File: config.mk
export PLATFORM = sky130hd
export DESIGN_NAME = lockstep_diverge_monitor
export DESIGN_NICKNAME = d
export VERILOG_FILES = /design/src/rtl/lockstep_diverge_monitor.sv
export SDC_FILE = /design/constraint.sdc
export NUM_CORES = 1
export LEC_CHECK = 0
export ABC_AREA = 0
export CELL_PAD_IN_SITES_DETAIL_PLACEMENT = 1
export CELL_PAD_IN_SITES_GLOBAL_PLACEMENT = 2
export CORE_AREA = 4 4 214 216
export DETAILED_ROUTE_END_ITERATION = 8
export DIE_AREA = 0 0 218 220
export DONT_BUFFER_PORTS = 1
export PLACE_DENSITY_LB_ADDON = 0.2
export SYNTH_ARGS = -nofsm -noshare
export SYNTH_HDL_FRONTEND = slang
export SYNTH_SLANG_ARGS = --single-unit
export TNS_END_PERCENT = 1
File: constraint.sdc
create_clock -name clk -period 6.1 [get_ports clk]
set_input_delay 0.915 -clock clk [delete_from_list [all_inputs] [get_ports clk]]
set_output_delay 0.915 -clock clk [all_outputs]
set_load 0.05 [all_outputs]
File: src/rtl/lockstep_diverge_monitor.sv
// Two-copy lockstep monitor: sequences core reset, then compares masked observation
// channels from copies A and B inside a fixed cycle window and records the first divergence.
module lockstep_diverge_monitor #(
  parameter int unsigned NUM_CH       = 8,
  parameter int unsigned CH_W         = 32,
  parameter int unsigned CNT_W        = 8,
  parameter int unsigned RESET_CYCLES = 2,
  parameter int unsigned INIT_CYCLE   = 2,
  parameter int unsigned CHECK_START  = 3,
  parameter int unsigned CHECK_END    = 14,
  localparam int unsigned CH_IDX_W    = (NUM_CH > 1) ? $clog2(NUM_CH) : 1
) (
  input  logic                     clk,
  input  logic                     reset,
  input  logic                     clear,
  input  logic [NUM_CH-1:0]        ch_mask,
  input  logic [NUM_CH-1:0]        valid_a,
  input  logic [NUM_CH-1:0]        valid_b,
  input  logic [NUM_CH*CH_W-1:0]   data_a,
  input  logic [NUM_CH*CH_W-1:0]   data_b,
  output logic                     core_reset,
  output logic                     init_eq,
  output logic                     checking,
  output logic                     diverge,
  output logic [NUM_CH-1:0]        diverge_ch,
  output logic [CNT_W-1:0]         first_cyc,
  output logic [CH_IDX_W-1:0]      first_ch,
  output logic                     done
);

  typedef enum logic [1:0] {
    ST_SEQ  = 2'd0,
    ST_RUN  = 2'd1,
    ST_DONE = 2'd2
  } state_e;

  state_e              state_q, state_d;
  logic [CNT_W-1:0]    cyc_q, cyc_d;
  logic [NUM_CH-1:0]   div_q, div_d;
  logic [CNT_W-1:0]    first_cyc_q, first_cyc_d;
  logic [CH_IDX_W-1:0] first_ch_q, first_ch_d;

  logic [NUM_CH-1:0]   mis;
  logic [CH_IDX_W-1:0] low_idx;
  logic                in_window;

  // Per-channel mismatch; data only matters when both copies are valid.
  always_comb begin
    mis = '0;
    for (int i = 0; i < NUM_CH; i++) begin
      mis[i] = ch_mask[i] & ((valid_a[i] ^ valid_b[i]) |
               (valid_a[i] & valid_b[i] &
                (data_a[i*CH_W +: CH_W] != data_b[i*CH_W +: CH_W])));
    end
  end

  // Lowest mismatching index wins; scan downward so the last hit is the lowest.
  always_comb begin
    low_idx = '0;
    for (int i = NUM_CH - 1; i >= 0; i--) begin
      if (mis[i]) low_idx = CH_IDX_W'(i);
    end
  end

  assign in_window = (state_q == ST_RUN) &&
                     (cyc_q >= CNT_W'(CHECK_START)) && (cyc_q <= CNT_W'(CHECK_END));

  always_ff @(posedge clk or negedge reset) begin
    if (!reset) begin
      state_q     <= ST_SEQ;
      cyc_q       <= '0;
      div_q       <= '0;
      first_cyc_q <= '0;
      first_ch_q  <= '0;
    end else begin
      state_q     <= state_d;
      cyc_q       <= cyc_d;
      div_q       <= div_d;
      first_cyc_q <= first_cyc_d;
      first_ch_q  <= first_ch_d;
    end
  end

  always_comb begin
    state_d     = state_q;
    cyc_d       = (cyc_q == '1) ? cyc_q : cyc_q + CNT_W'(1);
    div_d       = div_q;
    first_cyc_d = first_cyc_q;
    first_ch_d  = first_ch_q;

    case (state_q)
      ST_SEQ:  if (cyc_q == CNT_W'(RESET_CYCLES - 1)) state_d = ST_RUN;
      ST_RUN:  if (cyc_q == CNT_W'(CHECK_END)) state_d = ST_DONE;
      ST_DONE: state_d = ST_DONE;
      default: state_d = ST_SEQ;
    endcase

    if (in_window && (|mis)) begin
      div_d = div_q | mis;
      if (!(|div_q)) begin
        first_cyc_d = cyc_q;
        first_ch_d  = low_idx;
      end
    end

    // Re-arm overrides everything, including a mismatch seen this cycle.
    if (clear) begin
      state_d     = ST_SEQ;
      cyc_d       = '0;
      div_d       = '0;
      first_cyc_d = '0;
      first_ch_d  = '0;
    end
  end

  assign core_reset = (state_q == ST_SEQ);
  assign init_eq    = (cyc_q == CNT_W'(INIT_CYCLE)) && (state_q != ST_DONE);
  assign checking   = in_window;
  assign diverge    = |div_q;
  assign diverge_ch = div_q;
  assign first_cyc  = first_cyc_q;
  assign first_ch   = first_ch_q;
  assign done       = (state_q == ST_DONE);

endmodule

# After elaboration in Yosys (flattened, before gate mapping)

Cells that the tools add are included.
W data, S select, Z words.

$lt $le $gt $ge: 2
Equal/unequal tests: 19
Bitwise gates (word level): 41
$add $sub $neg: 1
Reductions and logical operators: 10
Muxes and demuxes: 22

Operator list:

| operator              | count |
|---|---|
| $ne A32 B32 Y1        | 8 |
| $mux W8               | 7 |
| $mux W3               | 11 |
| $and A1 B1 Y1         | 24 |
| $reduce_or A8 Y1      | 2 |
| $add A8 B1 Y8 const B | 1 |
| $eq A8 B1 Y1 const B  | 1 |
| $eq A8 B2 Y1 const B  | 1 |
| $eq A8 B4 Y1 const B  | 1 |
| $eq A8 B8 Y1 const B  | 1 |
| $ge A8 B2 Y1 const B  | 1 |
| $le A8 B4 Y1 const B  | 1 |
| $or A1 B1 Y1          | 8 |
| $or A8 B8 Y8          | 1 |
| $xor A1 B1 Y1         | 8 |
| $mux W2               | 3 |
| $ne A2 B2 Y1 const B  | 3 |
| $ne A3 B2 Y1 const B  | 2 |
| $pmux W2 S3           | 1 |
| $logic_and A1 B1 Y1   | 4 |
| $reduce_and A2 Y1     | 2 |
| $eq A2 B1 Y1 const B  | 1 |
| $eq A2 B2 Y1 const B  | 1 |
| $logic_not A2 Y1      | 1 |
| $reduce_bool A2 Y1    | 1 |

Input port bits: 539
Output and inout port bits: 24
Register bits after elaboration: 29

# Depth between registers and ports, before layout

Depth in word-level cells: 15
Gate-level depth with buffers: 9
Gate-level depth less buffers: 8

# Least setup slack after synthesis

No wires, ideal clock.

Path type: input port to flip-flop
From: input data_b[214]
To: register first_ch_q[1], in the netlist first_ch[1]
Path slack: 3.486 ns
Required time: 5.969 ns
Cell stages on the path: 8
Path buffers: 0
Data arrival time: 2.483 ns
Path through: xnor2_1 nand4_1 nor4_1 a21oi_1 nand2b_4 or4_4 o2111ai_1 o21ai_1

Cells in the longest elaborated chain, start to end: 14
Elaborated cells on any way between the ends: 18
Those cells by class: 1 x eq/ne; 10 x mux; 3 x bitwise; 4 x reduce/logical

RTL lines:

| element               | RTL line | text |
|---|---|---|
| from (decl)           | 20       | `input logic [NUM_CH*CH_W-1:0] data_b,` |
| $ne A32 B32 Y1 (*)    | 53       | `(data_a[i*CH_W +: CH_W] != data_b[i*CH_W +: CH_W])));` |
| $and A1 B1 Y1 (*)     | 52       | `(valid_a[i] & valid_b[i] &` |
| $or A1 B1 Y1 (*)      | 51       | `mis[i] = ch_mask[i] & ((valid_a[i] ^ valid_b[i]) \|` |
| $and A1 B1 Y1 (*)     | 51       |  |
| $mux W3 (7 in series) | 61       | `if (mis[i]) low_idx = CH_IDX_W'(i);` |
| $mux W3               | 100      | `if (!(\|div_q)) begin` |
| $mux W3               | 98       | `if (in_window && (\|mis)) begin` |
| $mux W3               | 107      | `if (clear) begin` |
| to (signal assigned)  | 80       | `first_ch_q <= first_ch_d;` |
| to (decl)             | 41       | `logic [CH_IDX_W-1:0] first_ch_q, first_ch_d;` |

Every way passes the cells marked *; elsewhere a longest branch is shown, timed or not. The select of a mux whose other input is x is not followed.
A chain may end at the register's enable or synchronous reset.

# Final worst setup path

From: register cyc_q[5]
To: output checking

Cells in the longest elaborated chain, start to end: 3
Elaborated cells on any way between the ends: 4
Those cells by class: 2 x order compare; 2 x reduce/logical

RTL lines:

| element                 | RTL line | text |
|---|---|---|
| from (decl)             | 38       | `logic [CNT_W-1:0] cyc_q, cyc_d;` |
| from (signal assigned)  | 77       | `cyc_q <= cyc_d;` |
| $ge A8 B2 Y1            | 66       | `(cyc_q >= CNT_W'(CHECK_START)) && (cyc_q <= CNT_W'(CHECK_END));` |
| $logic_and A1 B1 Y1     | 65       | `assign in_window = (state_q == ST_RUN) &&` |
| $logic_and A1 B1 Y1 (*) | 66       |  |
| to (decl)               | 23       | `output logic checking,` |

Every way passes the cells marked *; elsewhere a longest branch is shown, timed or not.

==> metrics.txt <==
Clock Latency Late Sink between 0.2 and 0.3 ns; worst path required time between 5 and 6 ns; number of cell rows between 70 and 80; Die Ht around 220 microns; Worst Max-Slew Pin Slew between 1 and 1.5 ns; period utilization 0.5249; combinational power share 0.356; reg2reg start cyc_q[5]; most frequently used flop master after synthesis dfrtp_1; fin crit period roughly 3.2 ns; Synth Cell Area approximately 4500 sq um; CTS tree yes; DR WL/cell roughly 23 microns; Peak VDD IR 82.45 uV; Fin. Hold Viols 0; Vias/cell around 3.6; core region area around 44000 sq um; R2R Setup Slk between 3 and 4 ns; clk_skew about 0.0063 ns; H-tree levels 2; GRT overflow 0; Crit path max-delay family compound AO/OA/AOI/OAI gates; Starting Density 0.1029; setup violators final 0; min-delay worst type in2async; Async SR Flop Fraction 1.000; crit-path cells nor4_4, o31a_1, o311a_1; Peak Freq 0.3123 GHz; DR DRC count 0; fin cells 1124; Final Instance Area ~5400 sq um; number of global-route vias before repair 4600; Die Width 218 microns; post-synthesis adder-cell area fraction 0.03874; Critical-path top delay cell o311a_1; RSZ-0062 raised after global routing no; Placement Cell Area 5236 sq um; Die ar. roughly 48000 sq um; Seq pwr share 0.287; Post-Synth Simple-Gate Area 0.2156; post-cts resize count 0; Startpoint Class register; post-synthesis register bit count 29; TritonCTS Buffers 5; R2R depth 7; switching power between 0.2 and 0.25 mW; number of enable flip-flop cells after synthesis 0; DP HPWL between 20000 and 25000 microns; placed cells around 1100; Power, Total ~0.74 mW; layout overhead on the synthesized area 19.40%; vias post-DR approximately 4100; largest net degree at the start of global routing 30; final WL 25430 microns; Sw Ratio 0.3357; synth warn 0; initial DRC count between 90 and 100; total track usage 0.09416; Worst Path Buf+Inv 0; post-synthesis compound-gate area fraction 0.06309; Sink Count 29; Relative slew margins 0.2665; # hold bufs at CTS 0; Worst setup startpoint cyc_q[5]; GPL Wtd Cong between 0.8 and 0.9; first-pass GRT wire length between 30000 and 40000 microns; Crit Path Category reg2out; Crit Reg-Reg Endpoint first_cyc[1]; IO Pins 563; register area share after synthesis 0.1605; Worst path max stage delay approximately 0.90 ns; Layout Nets 1082; clock share of power 0.358; PwrDens between 100 and 150 nW/um^2; cells after synthesis ~530; Final Max Slew Viols 0; Int Pwr just under 0.5 mW; TritonRoute pass-1 iters 4; maxcap violations 0; xor/xnor share of the synthesized area 0.5017; antenna-violating nets left 0; I/O Buffers 0; Cell variety after synth 40; setup TNS 0 ns; clk slew on worst S/H paths 0.06 ns; largest family of logic cells by synthesized area XOR/XNOR gates; share of layout cells above drive strength 1 0.03774; CP Data Arrival Time 2.29 ns; syn nets 1081; CP endpoint kind output port; Worst Path Max Fanout 10; synthesized area per cell 8.564 sq um; status completed; Post CTS Setup Buffer Count 0; P_leak ~1.9 nW; number of antenna violations at the first check in global routing 2; Root Driver clkbuf_16; mux contribution to synthesized area 0.008854; Max clock buf depth 2
[through the flow]
stage | util | hold WS, ns | worst slack (ns)
5_1_grt | 0.1229 | 0.3122 | 2.770
2_1_floorplan | - | 0.5231 | 3.486
4_1_cts | 0.1228 | 0.3142 | 2.857
6_report | 0.1229 | 0.3240 | 2.898
3_3_place_gp | 0.1192 | 0.5831 | 2.658
3_5_place_dp | 0.1192 | 0.5804 | 2.569
[layer usage]
metal	up-vias	wire length [microns]	GRT usage
li1	1858	-	-
met3	12	2535	0.03006
met2	340	14350	0.1961
met5	-	0	0
met4	0	315	0.02739
met1	1863	8223	0.08533
[logic make-up after synthesis]
logic type | Yosys count
compound gates | 43
xor+xnor | 259
fa+ha+maj | 14
buf+inv | 13
flops | 29
mux | 4
simple gates | 166
[Yosys cell counts, types with 3 or more instances]
cell type	number	area share
nand4_1	31	0.043
a21oi_1	14	0.015
nand3_1	7	0.0077
dfrtp_1	29	0.16
nor2_1	20	0.017
nor3_1	3	0.0033
ha_1	14	0.039
mux2i_1	4	0.0089
nor3b_1	6	0.010
o21ai_0	4	0.0044
nor4_1	54	0.075
clkbuf_1	5	0.0042
nand2_1	31	0.026
nor4_4	3	0.014
xor2_1	194	0.38
and3_1	5	0.0069
xnor2_1	65	0.13
o21ai_1	6	0.0066
inv_1	6	0.0050
[area by class of cell]
| cell class | instances | area [sq um] |
|---|---|---|
| inverter | 7 | 26.28 |
| sequential | 29 | 725.7 |
| clock buffer | 7 | 152.6 |
| fill | 5283 | 38530 |
| tap | 592 | 740.7 |
| clock inverter | 1 | 5.005 |
| multi-input combinational | 486 | 3744 |
| antenna | 2 | 5.005 |
[how the worst max path moves through the flow]
stage               cells after the start          end  slack (ns)
global placement                        8  first_ch[1]        2.66
detailed placement                      8  first_ch[1]        2.57
finish                                  3     checking        2.90
global route                            3     checking        2.77
floorplan                               8  first_ch[1]        3.49
CTS                                     3     checking        2.86
[power groups by stage]
stage	logic, mW	registers (mW)	clock network (mW)
finish	0.264	0.213	0.266
global route	0.293	0.214	0.285
CTS	0.272	0.213	0.278
detailed placement	0.270	0.217	0
global placement	0.272	0.217	0
floorplan	0.213	0.212	0
[placed cells by master (no fill, tap or decap), types with 2 or more instances in the layout]
master,instances
o21ai_1,6
o21ai_0,4
inv_1,6
dfrtp_1,29
or4_4,2
a41oi_1,2
xor2_1,194
nand4_1,31
o21a_1,2
nor2_1,20
a21oi_1,14
nor3_1,3
mux2i_1,4
nand3_1,7
clkbuf_8,2
a31oi_1,2
nor4_1,54
diode_2,2
xnor2_1,65
nor3b_1,6
and3_1,5
ha_1,14
o31a_1,2
nand2_1,31
clkbuf_16,5
o21ai_2,2
nor4_4,3
[state kept, by name (all words and copies together) (netlist names)]
| signal | flops |
|---|---|
| diverge_ch | 8 |
| first_cyc | 8 |
| first_ch | 3 |
| cyc_q | 8 |
| state_q | 2 |
Power figures use the tool's default switching activity.
